## config.mk

```make
export PLATFORM = sky130hd
export DESIGN_NAME = glitch_capture
export DESIGN_NICKNAME = d
export VERILOG_FILES = /design/src/rtl/glitch_pkg.sv /design/src/rtl/trig_edge_counter.sv /design/src/rtl/glitch_capture.sv
export SDC_FILE = /design/constraint.sdc
export NUM_CORES = 1
export LEC_CHECK = 0
export CAP_MARGIN = 20
export CORE_MARGIN = 4
export CORE_UTILIZATION = 25
export DETAILED_ROUTE_END_ITERATION = 6
export PLACE_DENSITY = 0.42
export SLEW_MARGIN = 20
export SYNTH_ARGS = -nofsm -noshare
export SYNTH_HDL_FRONTEND = slang
export SYNTH_HIERARCHICAL = 1
export SYNTH_SLANG_ARGS = --single-unit
```

## constraint.sdc

```tcl
create_clock -name clk -period 4.79 [get_ports clk]
set_input_delay 0.958 -clock clk [delete_from_list [all_inputs] [get_ports clk]]
set_output_delay 0.958 -clock clk [all_outputs]
set_load 0.05 [all_outputs]
```

## src/rtl/glitch_pkg.sv

```systemverilog
// Shared definitions for the glitch capture path: FSM state encoding and default sizes.
// Latency: n/a (constants only).
// Backpressure: n/a.
package glitch_pkg;

    localparam logic [2:0] ST_IDLE      = 3'd0;
    localparam logic [2:0] ST_WAIT_TRIG = 3'd1;
    localparam logic [2:0] ST_HOLDOFF   = 3'd2;
    localparam logic [2:0] ST_CAPTURE   = 3'd3;
    localparam logic [2:0] ST_DONE      = 3'd4;

    localparam int SLOTS_DEF     = 32;
    localparam int HOLDOFF_W_DEF = 32;
    localparam int TGT_W_DEF     = 12;

endpackage

```

## src/rtl/trig_edge_counter.sv

```systemverilog
// Trigger synchroniser + rising-edge detector + saturating edge counter.
// Latency: a rising i_trigger shows up in edge_cnt 3 clk edges later.
// Backpressure: none; sub-cycle pulses may be missed, armed low clears everything synchronously.
//
// Ports: clk, rst (async active-high), armed (low = synchronous clear),
//        i_trigger (async input), edge_cnt (rising edges since arming, saturates at all-ones).
module trig_edge_counter #(
    parameter int TGT_W = 12
) (
    input  logic             clk,
    input  logic             rst,
    input  logic             armed,
    input  logic             i_trigger,
    output logic [TGT_W-1:0] edge_cnt
);

    logic sync1;
    logic sync2;
    logic prev;
    logic rise;

    assign rise = sync2 & ~prev;

    always_ff @(posedge clk or posedge rst) begin
        if (rst) begin
            sync1    <= 1'b0;
            sync2    <= 1'b0;
            prev     <= 1'b0;
            edge_cnt <= '0;
        end else if (!armed) begin
            sync1    <= 1'b0;
            sync2    <= 1'b0;
            prev     <= 1'b0;
            edge_cnt <= '0;
        end else begin
            sync1 <= i_trigger;
            sync2 <= sync1;
            prev  <= sync2;
            // Hold at all-ones so late edges in DONE cannot wrap back to a small count.
            if (rise && (edge_cnt != '1)) begin
                edge_cnt <= edge_cnt + TGT_W'(1);
            end
        end
    end

endmodule

```

## src/rtl/glitch_capture.sv

```systemverilog
// Arms on a trigger edge count, waits holdoff, then samples a 2-bit line for SLOTS cycles into pattern.
// Latency: HOLDOFF lasts holdoff+1 clk, CAPTURE exactly SLOTS clk; rdy registered on DONE entry.
// Backpressure: none; armed low aborts to IDLE next clk, host reads pattern while rdy is high.
//
// Ports: clk, rst (async active-high), armed, i_trigger, i_sense[0:1] (bit 0 -> even pattern bits,
//        bit 1 -> odd), holdoff, pulse_target, pattern, edge_cnt, busy (HOLDOFF/CAPTURE), rdy (DONE).
// Optional macro CAPTURE_SENSE_SYNC_EN: adds a 2-FF synchroniser on i_sense (+2 clk sample latency).
module glitch_capture
    import glitch_pkg::*;
#(
    parameter int SLOTS     = SLOTS_DEF,
    parameter int HOLDOFF_W = HOLDOFF_W_DEF,
    parameter int TGT_W     = TGT_W_DEF
) (
    input  logic                 clk,
    input  logic                 rst,
    input  logic                 armed,
    input  logic                 i_trigger,
    input  logic [0:1]           i_sense,
    input  logic [HOLDOFF_W-1:0] holdoff,
    input  logic [TGT_W-1:0]     pulse_target,
    output logic [2*SLOTS-1:0]   pattern,
    output logic [TGT_W-1:0]     edge_cnt,
    output logic                 busy,
    output logic                 rdy
);

    localparam int              SLOT_W    = (SLOTS > 1) ? $clog2(SLOTS) : 1;
    localparam logic [SLOT_W-1:0] LAST_SLOT = SLOT_W'(SLOTS - 1);

    logic [2:0]           state;
    logic [2:0]           state_nxt;
    logic [HOLDOFF_W-1:0] ho_cnt;
    logic [SLOT_W-1:0]    slot;
    logic [1:0]           smp;      // {odd bit, even bit} for the current slot

    trig_edge_counter #(
        .TGT_W (TGT_W)
    ) u_trig (
        .clk       (clk),
        .rst       (rst),
        .armed     (armed),
        .i_trigger (i_trigger),
        .edge_cnt  (edge_cnt)
    );

`ifdef CAPTURE_SENSE_SYNC_EN
    logic [1:0] sense_s1;
    logic [1:0] sense_s2;

    always_ff @(posedge clk or posedge rst) begin
        if (rst) begin
            sense_s1 <= 2'b00;
            sense_s2 <= 2'b00;
        end else begin
            sense_s1 <= {i_sense[1], i_sense[0]};
            sense_s2 <= sense_s1;
        end
    end

    assign smp = sense_s2;
`else
    assign smp = {i_sense[1], i_sense[0]};
`endif

    always_comb begin
        state_nxt = state;
        if (!armed) begin
            state_nxt = ST_IDLE;
        end else begin
            case (state)
                ST_IDLE:      state_nxt = ST_WAIT_TRIG;
                ST_WAIT_TRIG: if (edge_cnt == pulse_target) state_nxt = ST_HOLDOFF;
                ST_HOLDOFF:   if (ho_cnt == holdoff)        state_nxt = ST_CAPTURE;
                ST_CAPTURE:   if (slot == LAST_SLOT)        state_nxt = ST_DONE;
                ST_DONE:      state_nxt = ST_DONE;
                default:      state_nxt = ST_IDLE;
            endcase
        end
    end

    always_ff @(posedge clk or posedge rst) begin
        if (rst) begin
            state   <= ST_IDLE;
            ho_cnt  <= '0;
            slot    <= '0;
            busy    <= 1'b0;
            rdy     <= 1'b0;
            pattern <= '0;
        end else begin
            state <= state_nxt;
            busy  <= (state_nxt == ST_HOLDOFF) || (state_nxt == ST_CAPTURE);
            rdy   <= (state_nxt == ST_DONE);

            // The write is not gated by armed: a slot being sampled when armed drops still lands.
            if (state == ST_CAPTURE) begin
                pattern[{slot, 1'b0} +: 2] <= smp;
            end

            if (!armed) begin
                ho_cnt <= '0;
                slot   <= '0;
            end else begin
                case (state)
                    ST_WAIT_TRIG: ho_cnt <= '0;
                    ST_HOLDOFF: begin
                        if (ho_cnt == holdoff) slot   <= '0;
                        else                   ho_cnt <= ho_cnt + HOLDOFF_W'(1);
                    end
                    ST_CAPTURE:   slot <= slot + SLOT_W'(1);
                    default: ;
                endcase
            end
        end
    end

endmodule

```

# Word-level counts from Yosys, hierarchy flattened
# Index checks and enable logic that the tools add are counted.
# W data, S select, Z words.
[op_classes] addsub=4 eq_ne=16 n_shift=2 muxes=17 n_bitwise=2 n_reduce_logical=5
[op_table] op="$bwmux W64" count=1
[op_table] op="$mux W32" count=2
[op_table] op="$pmux W32 S2" count=1
[op_table] op="$shift A2 B8 Y64 const A" count=1
[op_table] op="$shiftx A2 B8 Y64" count=1
[op_table] op="$add A32 B1 Y32 const B" count=1
[op_table] op="$eq A32 B32 Y1" count=1
[op_table] op="$mux W12" count=2
[op_table] op="$pmux W3 S5" count=1
[op_table] op="$add A12 B1 Y12 const B" count=1
[op_table] op="$eq A12 B12 Y1" count=1
[op_table] op="$eq A3 B2 Y1 const B" count=4
[op_table] op="$mux W3" count=4
[op_table] op="$ne A12 B12 Y1 const B" count=1
[op_table] op="$mux W5" count=2
[op_table] op="$pmux W5 S2" count=1
[op_table] op="$neg A6 Y8" count=1
[op_table] op="$eq A3 B3 Y1 const B" count=2
[op_table] op="$ne A3 B1 Y1 const B" count=2
[op_table] op="$ne A3 B3 Y1 const B" count=2
[op_table] op="$add A5 B1 Y5 const B" count=1
[op_table] op="$eq A5 B5 Y1 const B" count=1
[op_table] op="$reduce_and A2 Y1" count=2
[op_table] op="$eq A3 B1 Y1 const B" count=1
[op_table] op="7 further kinds" count=9
[word_totals] ff_bits=121 in_bits=50 out_inout_bits=78 word_cells=56

# Longest topological paths before layout
[logic_depth] depth_word=6 depth_mapped=9 depth_no_buf=8

# Modules after synthesis
# Netlist, hierarchy kept.
[modules_own_cells] module="glitch_capture" instances=1 cells_each=569 area_per_inst_um2=5909.4 seq_area_each_um2=2652.5
[modules_own_cells] module="trig_edge_counter" instances=1 cells_each=78 area_per_inst_um2=787.0 seq_area_each_um2=375.4

# Worst setup path before layout
# OpenSTA, ideal clock, no wires.
[synth_timing] path_kind="input to register" from="input port holdoff[24]" to="register ho_cnt[17]" setup_ns=0.110 t_arrival_ns=2.390 required_time_ns=4.680 path_slack_ns=2.290 path_stages=7 n_path_buf=1 path_cell_list="xor2_1 nor4_1 nand4_2 o31ai_4 buf_6 o211ai_1 o41ai_1"
[synth_between] elab_chain_len=3
[synth_rtl] item="start, declared" line="glitch_capture.sv:20" source="input logic [HOLDOFF_W-1:0] holdoff,"
[synth_rtl] item="$eq A32 B32 Y1" line="glitch_capture.sv:107" source="if (ho_cnt == holdoff) slot <= '0;"
[synth_rtl] item="$ne A3 B3 Y1 (no line)"
[synth_rtl] item="$reduce_and A2 Y1 (no line)"
[synth_rtl] item="end signal, assigned" line="glitch_capture.sv:108" source="else ho_cnt <= ho_cnt + HOLDOFF_W'(1);"
[synth_rtl] item="end, declared" line="glitch_capture.sv:33" source="logic [HOLDOFF_W-1:0] ho_cnt;"
# No other way between the ends.
# A chain may end at the register's enable or synchronous reset.

# Worst setup path after layout
[layout_timing] from="input port holdoff[27]" to="register ho_cnt[17]"
# The elaborated chain is that of the path after synthesis.

==> flow_metrics.tcl <==
set metrics [dict create \
    status "finished clean" \
    dp_hpwl_mm 15.3 \
    postCtsSetupBuffers 0 \
    cpMostUsedCell "nand3_1" \
    finalHoldWorstSlack_ns 0.455 \
    clockBufferDepth 2 \
    worst-slew-pin-transition_ns 0.993 \
    p_clk_share_pct 52.0 \
    grt_usage_pct 14.1 \
    crit_required_ns 5.08 \
    yosys.area.top_type_share_pct 45.2 \
    internal_power_w 0.00188 \
    tns_ns 0 \
    synth_top_area_cell "dfrtp_1" \
    endpoint_kind "flop" \
    htreeDepth 4 \
    max_freq_mhz 288 \
    powerDensity_nw_per_um2 281 \
    critical_path.startpoint "holdoff[27]" \
    grt_start_max_net_pins 51 \
    final_nets 829 \
    grt_pass1_wl_mm 32.4 \
    placed_cell_area_sq_um 8310 \
    syn2layout_area_growth_pct 33.0 \
    finalCriticalPeriod_ns 3.47 \
    drive_gt1_share_pct 17.2 \
    antenna_found_initial 0 \
    die-area_sq_um 29500 \
    cts_tree "yes" \
    ys.flop_type "dfrtp_1" \
    cap_violations 0 \
    synth-edff-count 0 \
    yosysWarnings 6 \
    arrival_ns 3.76 \
    seq_area_sq_um 3030 \
    async_flop_share_pct 100 \
    reg2reg_to "pattern[57]" \
    wire_per_inst_microns 18.5 \
    p_sw_w 0.000620 \
    p_total_w 0.00250 \
    leakagePower_nw 3.77 \
    combPwrFrac_pct 6.6 \
    cp-start-kind "input pin" \
    rsz0062_at_grt "no" \
    finalSetupViolations 0 \
    seq_power_share_pct 41.4 \
    vias 5590 \
    crit-reg2reg-launch "slot[0]" \
    cts_made_buffers 17 \
    crit_chain "clkdlybuf4s50_1 > xor2_1 > nor4_1 > and4_1 > nand3_1 > nand3_1 > o41ai_1" \
    crit_type "in2reg" \
    clkTransAtPathRegs_ns 0.06 \
    syn_inst 647 \
    synth_fp_nets 705 \
    drc_errors 0 \
    std_cell_rows 59 \
    n_fill_cell 2614 \
    io_pins 128 \
    synth_area_leaders "dfrtp_1 45%, mux2_2 11%, xor2_1 5.0%, nand2_1 3.3%, nand3_1 2.9%" \
    ant_nets 0 \
    cts_resized 0 \
    grt-ovfl-total 0 \
    final_hold_viol_count 0 \
    rrSetupSlack_ns 1.87 \
    clock-sinks 121 \
    final_cell_mix "127 x clkdlybuf4s50_1, 121 x dfrtp_1, 65 x mux2_2" \
    worst-path-max-fanout 14 \
    skew_ns 0.00828 \
    clock_latency_ns 0.42 \
    die_y_microns 172 \
    fin_area_sq_um 8910 \
    via_per_inst 5.00 \
    start_util_pct 25.6 \
    hp-class "reg2reg" \
    reg2reg_depth 7 \
    holdBufCountCts 0 \
    maxSlewHeadroom_pct 33.5 \
    final_common_cell "clkdlybuf4s50_1" \
    ys_types 68 \
    drt_pass1_iterations 5 \
    multi_input_area_sq_um 3490 \
    slowest_delay_ns 0.64 \
    syn_area_sq_um 6700 \
    cp_slowest_cell "nand3_1" \
    peakVddDrop_uv 168 \
    core_area_sq_um 26200 \
    grt_pass1_vias 5788 \
    min_period_over_period_pct 72.4 \
    io_buffers 127 \
    ys_seq_area_share_pct 45.2 \
    gp_congestion 0.858 \
    drtIter0Drc 263 \
    p_sw_share_pct 24.8 \
    syn_avg_cell_area_sq_um 10.3 \
    cts-root-buf "clkbuf_16" \
    slew_violations 0 \
    critPathCapture "ho_cnt[17]" \
    num_antenna_cells 0 \
    routed_wl_mm 20.7 \
    die_w_microns 172 \
    ys_ff_latch 121 \
]
[state kept, by name, summed over array words and instances, names as in the netlist]
register / flops
busy: 1
pattern: 64
rdy: 1
u_trig/edge_cnt: 12
u_trig/sync1: 1
u_trig/sync2: 1
ho_cnt: 32
state: 3
slot: 5
u_trig/prev: 1
[critical path, delay by kind of cell]
family                    cells  cell delay, ns
AOI/OAI and AO/OA             1            0.58
xor gates and xnor gates      1            0.35
buffers and inverters         1            0.49
and+or+nand+nor               4            1.38
[power by group through the flow]
| stage | Sequential [W] | Combinational (W) | Clock (W) |
|---|---|---|---|
| floorplan | 0.00107 | 0.0000628 | 0 |
| global placement | 0.00105 | 0.000163 | 0 |
| detailed placement | 0.00105 | 0.000167 | 0 |
| CTS | 0.00103 | 0.000168 | 0.00134 |
| global route | 0.00104 | 0.000179 | 0.00139 |
| finish | 0.00103 | 0.000164 | 0.00130 |
[metrics by stage]
step                      setup WS, ns  utilization (%)  std cells
final                             1.32             34.0       1119
after global routing              1.22             34.0       1119
after CTS                         1.41             34.0       1119
after detailed placement         0.969             31.7       1087
after global placement            1.09             31.6       1086
after floorplan                   1.04                -        647
[synth_stat cells, types with 4 or more instances]
master	count
nand2_1	59
nand2b_1	6
o211ai_1	13
or3_1	6
nor3_1	11
nor2_1	48
and3_1	15
mux2_2	65
a21oi_1	18
mux2i_1	9
a21oi_2	4
o41ai_1	4
and4_1	9
a31oi_1	4
xor2_1	38
nor3b_1	4
o21ai_0	9
nand3_1	39
or2_2	9
o31ai_1	8
inv_1	11
o21ai_1	8
and2_1	9
nor4_1	13
clkbuf_1	16
ha_1	8
dfrtp_1	121
buf_2	7
xnor2_1	10
nand4_1	13
[worst min path at each step]
stage	endpoint	depth (start not counted)	from	slack [ns]
after floorplan	u_trig/sync2	1	u_trig/sync1	0.43
after global placement	u_trig/sync2	1	u_trig/sync1	0.45
after detailed placement	u_trig/sync2	1	u_trig/sync1	0.45
after CTS	u_trig/sync2	1	u_trig/sync1	0.46
after global routing	u_trig/sync2	1	u_trig/sync1	0.46
final	u_trig/sync2	1	u_trig/sync1	0.46
[final cells by class]
type | instances | share of cell area (%)
repair buffers | 132 | 14.9
flip-flops and latches | 121 | 34.0
clock inverters | 14 | 1.84
clock buffers | 18 | 4.82
multi-input cells | 487 | 39.2
inverters | 12 | 0.534
well taps | 335 | 4.71
[routing by layer]
metal | vias to the layer above | track usage [%] | part of all wire (%)
met2 | 147 | 22.7 | 48
met4 | 0 | 4.31 | 1.6
met1 | 2801 | 19.4 | 47
met3 | 27 | 2.62 | 4.1
li1 | 2615 | - | -
met5 | - | 0 | 0
[logic make-up (layout without fill, tap and decap cells)]
| family | count (synthesis) | after routing | synth area share [%] |
|---|---|---|---|
| simple gates | 265 | 265 | 22.0 |
| flops | 121 | 121 | 45.2 |
| compound gates | 92 | 92 | 10.1 |
| mux | 74 | 74 | 12.3 |
| xor+xnor | 48 | 48 | 6.28 |
| buf+inv | 39 | 176 | 2.67 |
| fa+ha+maj | 8 | 8 | 1.49 |
No activity file was read; power rests on OpenSTA's default activity.
